`src/rtl/mux_scan_nto1.sv`:
```
// mux_scan_nto1: registered N-channel selector with manual capture and masked ascending auto-scan over a valid/ready output
module mux_scan_nto1 #(
    parameter int N_CH  = 16,
    parameter int WIDTH = 8,
    parameter int SEL_W = 4
) (
    input  logic                  clk,
    input  logic                  reset,
    input  logic [N_CH*WIDTH-1:0] in_bus,
    input  logic [SEL_W-1:0]      sel,
    input  logic                  mode,
    input  logic [N_CH-1:0]       ch_mask,
    input  logic                  start,
    output logic [WIDTH-1:0]      out_data,
    output logic [SEL_W-1:0]      out_sel,
    output logic                  out_valid,
    input  logic                  out_ready,
    output logic                  busy,
    output logic                  scan_done
);

    typedef enum logic [1:0] {IDLE, MAN, SCAN, DONE} state_t;

    state_t            state, state_n;
    logic [N_CH-1:0]   mask_q;
    logic [WIDTH-1:0]  ch [N_CH];
    logic [SEL_W-1:0]  first_idx, next_idx, load_idx;
    logic              first_hit, next_hit, load, valid_n, hs;

    for (genvar g = 0; g < N_CH; g++) begin : g_ch
        assign ch[g] = in_bus[g*WIDTH +: WIDTH];
    end

    assign hs        = out_valid && out_ready;
    assign busy      = state != IDLE;
    assign scan_done = state == DONE;

    // priority search: lowest enabled channel in the live mask, and lowest registered-mask channel above out_sel
    always_comb begin
        first_idx = '0;
        first_hit = 1'b0;
        next_idx  = '0;
        next_hit  = 1'b0;
        for (int i = N_CH - 1; i >= 0; i--) begin
            if (ch_mask[i]) begin
                first_idx = SEL_W'(i);
                first_hit = 1'b1;
            end
            if (mask_q[i] && i > int'(out_sel)) begin
                next_idx = SEL_W'(i);
                next_hit = 1'b1;
            end
        end
    end

    // next-state and capture control; a capture always happens at the edge that arms out_valid
    always_comb begin
        state_n  = state;
        load     = 1'b0;
        load_idx = sel;
        valid_n  = out_valid;
        case (state)
            IDLE: if (start) begin
                if (!mode) begin
                    state_n = MAN;
                    load    = 1'b1;
                    valid_n = 1'b1;
                end else if (first_hit) begin
                    state_n  = SCAN;
                    load     = 1'b1;
                    load_idx = first_idx;
                    valid_n  = 1'b1;
                end else begin
                    state_n = DONE;
                end
            end
            MAN: if (hs) begin
                state_n = IDLE;
                valid_n = 1'b0;
            end
            SCAN: if (hs) begin
                if (next_hit) begin
                    load     = 1'b1;
                    load_idx = next_idx;
                end else begin
                    state_n = DONE;
                    valid_n = 1'b0;
                end
            end
            default: state_n = IDLE;
        endcase
    end

    // state, output beat and sampled mask registers
    always_ff @(posedge clk) begin
        if (reset) begin
            state     <= IDLE;
            out_data  <= '0;
            out_sel   <= '0;
            out_valid <= 1'b0;
            mask_q    <= '0;
        end else begin
            state     <= state_n;
            out_valid <= valid_n;
            if (load) begin
                out_data <= ch[load_idx];
                out_sel  <= load_idx;
            end
            if (state == IDLE && start) mask_q <= ch_mask;
        end
    end

endmodule

```
`config.mk`:
```
export PLATFORM = sky130hd
export DESIGN_NAME = mux_scan_nto1
export DESIGN_NICKNAME = d
export VERILOG_FILES = /design/src/rtl/mux_scan_nto1.sv
export SDC_FILE = /design/constraint.sdc
export NUM_CORES = 1
export LEC_CHECK = 0
export ABC_AREA = 0
export BUFFER_PORTS_ARGS = -buffer_cell sky130_fd_sc_hd__buf_2
export CORE_MARGIN = 2
export CORE_UTILIZATION = 35
export CTS_BUF_LIST = sky130_fd_sc_hd__clkbuf_4 sky130_fd_sc_hd__clkbuf_8
export DETAILED_ROUTE_END_ITERATION = 10
export PLACE_DENSITY = 0.67
export SLEW_MARGIN = 20
export SYNTH_ARGS = -nofsm -noshare
export SYNTH_HDL_FRONTEND = slang
export SYNTH_SLANG_ARGS = --single-unit
```
`constraint.sdc`:
```
create_clock -name clk -period 4.2 [get_ports clk]
set_input_delay 0.84 -clock clk [delete_from_list [all_inputs] [get_ports clk]]
set_output_delay 0.84 -clock clk [all_outputs]
set_load 0.01 [all_outputs]
```
# Word level (Yosys, flattened, before mapping)
# Index checks and enable logic that the tools add are counted.
[totals]
regBits = 31
input_bits = 153
[op_classes]
magnitude_cmp = 16
n_eq_ne = 8
mux = 91
bitwise_logic = 1
reduce_logical = 22
[ops]
columns = ["op", "count"]
rows = [
  ["$mux 4", 36],
  ["$mux 1", 43],
  ["$bmux 8 s4", 1],
  ["$gt 4x4->1 const A", 8],
  ["$logic_and 1x1->1", 17],
  ["$gt 3x4->1 const A", 4],
  ["$mux 8", 2],
  ["$mux 2", 5],
  ["$gt 2x4->1 const A", 2],
  ["$ne 2x2->1 const B", 4],
  ["$pmux 4 s2", 1],
  ["$pmux 2 s3", 1],
  ["$reduce_and 6->1", 1],
  ["$ge 5x5->1 const B", 1],
  ["$not 4->5", 1],
  ["$eq 2x2->1 const B", 2],
  ["$gt 1x4->1 const A", 1],
  ["$reduce_and 4->1", 1],
  ["$ne 3x3->1 const B", 1],
  ["$pmux 1 s3", 1],
  ["$reduce_bool 3->1", 1],
  ["$eq 2x1->1 const B", 1],
  ["$logic_not 2->1", 1],
  ["$pmux 1 s2", 1],
  ["$reduce_bool 2->1", 1],
]

# Depth between registers and ports, before layout
[logic_depth]
ltp_word = 24
mapped_depth = 14
depth_no_buf = 11

# Worst setup path before layout
# Ideal clock, no wire load.
[synth_path]
path_kind = "input -> register"
startpoint = "in ch_mask[1]"
endpoint = "reg out_data[7]"
setup_time_ns = 0.086
arrival_time_ns = 3.153
required_ns = 4.114
slack_ns = 0.961
stages = 9
n_path_buf = 0
cell_sequence = "or4_4 > or4b_1 > o311ai_0 > o211ai_1 > a41oi_2 > nand2b_1 > o22ai_1 > a221o_1 > a211oi_1"
[synth_via]
elab_chain_len = 10
elab_cells_between_ends = 16
classes_between = "15 x mux; 1 x bitwise"
[synth_rtl]
columns = ["element", "line_no", "text"]
rows = [
  ["start: declaration", "12", "input logic [N_CH-1:0] ch_mask,"],
  ["$mux 4 or $mux 1 (tied branches) (2 in a row)", "45", "if (ch_mask[i]) begin"],
  ["$mux 4", "68", "end else if (first_hit) begin"],
  ["$mux 4", "64", "if (!mode) begin"],
  ["$mux 4", "63", "IDLE: if (start) begin"],
  ["$pmux 4 s2", "62", "case (state)"],
  ["$not 4->5 (implied by the code)", "106", "out_data <= ch[load_idx];"],
  ["$bmux 8 s4", "106", ""],
  ["$mux 8 (implied by the code) (2 in a row)", "106", ""],
  ["end signal: assignment", "106", ""],
  ["end: declaration", "14", "output logic [WIDTH-1:0] out_data,"],
]
# Several ways; a longest one is shown, not always the timed one. The select of a mux whose other input is x is not followed.
# A chain may end at the register's enable or synchronous reset.

# Final worst setup path
# Ends and elaborated chain as after synthesis.

==> impl_metrics.ini <==
[timing]
relSlewSlack_pct = 58.5
finClkSkew_ps = 10.6
hold_slack_ps = 481
max_freq_mhz = 288
period_share_pct = 82.8
worst_pin_slew_ps = 615
setup_violations = 0
hold_viol = 0
tns_ps = 0
slew_violations = 0
setup_ws_ps = 722
fin_crit_ps = 3480
rsz0062_at_grt = no

[global_route]
grt_usage_pct = 19.8
grt.overflow.total = 0
grt_max_degree = 63
grt_pass1_vias = 3463
antenna_found_initial = 0
grt_pass1_wl_mm = 16.3

[clock_tree]
path_clk_slew_ps = 60
postCtsSetupBuffers = 0
cts_resized = 0
clock_path_buffers = 2
cts_tree = done
cts_buffers = 5
hold_buffers = 0
insertion_delay_ps = 280
cts_sinks = 30
clock-root-buffer = clkbuf_8
cts-htree-levels = 2

[worst_setup_path]
crit_type = input port to flop
r2r_slack_ps = 740
start_kind = input port
max_stage_delay_ps = 590
end_kind = flop
critPathArrivalTime_ps = 3670
crit_chain = buf_2, or4_4, or4b_1, o311ai_0, o211ai_1, a41oi_2, nand2b_1, o22ai_1, a221o_1, a211oi_1
timing.rr.start = out_sel[1]$_SDFFE_PP0P_
r2r_cells = 11
required_ps = 4400
worstReg2RegEnd = out_data[7]$_SDFFE_PP0P_
crit_fanout = 9
crit_slowest_cell = or4_4

[yosys]
synth-simple-area-share_pct = 20.8
synthFlopType = dfxtp_1
synth_cell_types = 61
syn_avg_cell_area_um2 = 7.77
synth_nets = 570
async_flop_share_pct = 0
ys_seq_elements = 30
synth_top_family_by_area = compound AO/OA/AOI/OAI gates
synth-xor-area-share_pct = 0
synth_edf_count = 0
synth_commonest_cells = 61 x mux2i_1, 59 x nand2_1, 40 x a21oi_1
synth_seq_area_share_pct = 18.8
synth_compound_area_share_pct = 29.2
yosysWarnings = 0
synth_most_common_cell = mux2i_1
synth_top_area_share_pct = 19.1
synthCells = 412
netlist_area_um2 = 3200
yosys-top-cells-area = mux2i_1 19%, dfxtp_1 19%, nand2_1 6.9%, a21oi_1 6.3%, mux2_2 3.9%
synth_fa_ha_area_share_pct = 1.95
yosys-mux-area-fraction_pct = 23.3
yosys.area.top_type = mux2i_1

[final_layout]
insertedDiodeCount = 0
regArea_um2 = 601
fillers = 890
drive_above_1_share_pct = 35.3
multi_input_area_um2 = 2420
area.growth.synth_to_final_pct = 31.5
nNetsFinal = 723

[pwr]
ir_drop_mv = 0.407
p_total_uw = 2360
powerDensity_nw_per_um2 = 561
power_leakage_uw = 0.00196

[floorplanning]
rows = 34
fp.dieW_um = 99.6
io_pins = 168
core-area_um2 = 8810
dieArea_um2 = 9930
start_util_pct = 36.4
die_y_um = 99.6

[status]
status = completed

[placed_design]
place_hpwl_mm = 8.56
place_ws_ps = 452
port_buffers = 167
place.gp.congestion = 0.882

[routing]
wl_per_cell_um = 15.4
drtAntennaViolNets = 0
vias = 3681
drt-initial-drc-count = 211
dr.pass1.iters = 4
via_per_inst = 5.46
drc_errors = 0
totalWireLength_mm = 10.4

[run]
maxCapViolations = 0

[worst_hold_path]
holdPathStages = 2
worstHoldStart = mask_q[10]$_SDFFE_PP0P_
holdPathEnd = mask_q[10]$_SDFFE_PP0P_
hp-class = flop to flop
[cells by family (layout without fill, tap and decap cells)]
| group | count (synthesis) | count (layout) |
|---|---|---|
| AOI/OAI and AO/OA | 138 | 138 |
| adders and majority gates | 5 | 5 |
| muxes | 73 | 73 |
| buffers and inverters | 35 | 189 |
| and+or+nand+nor | 131 | 131 |
| DFF | 30 | 30 |
[how the worst max path moves through the flow]
stage,slack [ps],endpoint,cells after the start,startpoint
floorplan,960,out_data[7]$_SDFFE_PP0P_,9,ch_mask[1]
global placement,500,out_data[7]$_SDFFE_PP0P_,12,ch_mask[1]
detailed placement,450,out_data[7]$_SDFFE_PP0P_,12,ch_mask[1]
CTS,730,out_data[7]$_SDFFE_PP0P_,11,out_sel[1]$_SDFFE_PP0P_
global route,410,out_data[5]$_SDFFE_PP0P_,11,out_sel[1]$_SDFFE_PP0P_
finish,720,out_data[7]$_SDFFE_PP0P_,10,ch_mask[1]
[metal layers]
layer / share of wire, % / global-route usage [%]
met5: 0 / 0
met4: 1.4 / 3.79
met3: 6.0 / 4.22
met2: 51 / 35.2
met1: 42 / 24.8
[per-stage QoR]
step,instances,util (%),area [um^2]
floorplan,412,-,3200
global placement,666,46.2,4070
detailed placement,666,46.2,4070
CTS,674,47.8,4210
global route,674,47.8,4210
finish,674,47.8,4210
[flip-flops by register name (all words and copies together), names as in the netlist]
name and flops:
mask_q 15, out_data 8, out_sel 4, state 2, out_valid 1
[power by group]
part / total [uW] / switching [uW] / internal (uW)
Clock: 364 / 111 / 253
Combinational: 1520 / 843 / 680
Sequential: 476 / 105 / 371
[worst max-delay path, delay by kind of cell]
kind                   cells  cell delay (ps)
buffers and inverters      1              130
AND/OR/NAND/NOR            3             1430
AO/OA/AOI/OAI              6             1270
[cell type report]
type	count	share of cell area [%]
sequential	30	14.3
clock inverter	2	1.43
timing repair buffer	171	20.9
inverter	10	0.892
clock buffer	6	1.96
multi-input combinational	347	57.4
tap	108	3.21
[placed cells by master (no fill, tap or decap), types with 4 or more instances in the layout]
master,n
buf_2,167
mux2i_1,61
nand2_1,59
a21oi_1,40
dfxtp_1,30
nor2_1,24
o21ai_0,16
a211oi_1,16
mux2_2,11
and2_1,10
inv_1,9
o22ai_1,8
o221ai_1,8
clkbuf_8,6
nor2b_1,5
nor3_1,5
nand2b_1,5
a22oi_1,5
o21bai_1,5
ha_1,5
nor3b_1,4
a21boi_0,4
o211ai_1,4
Note: power is estimated with default switching activity, not from simulation.
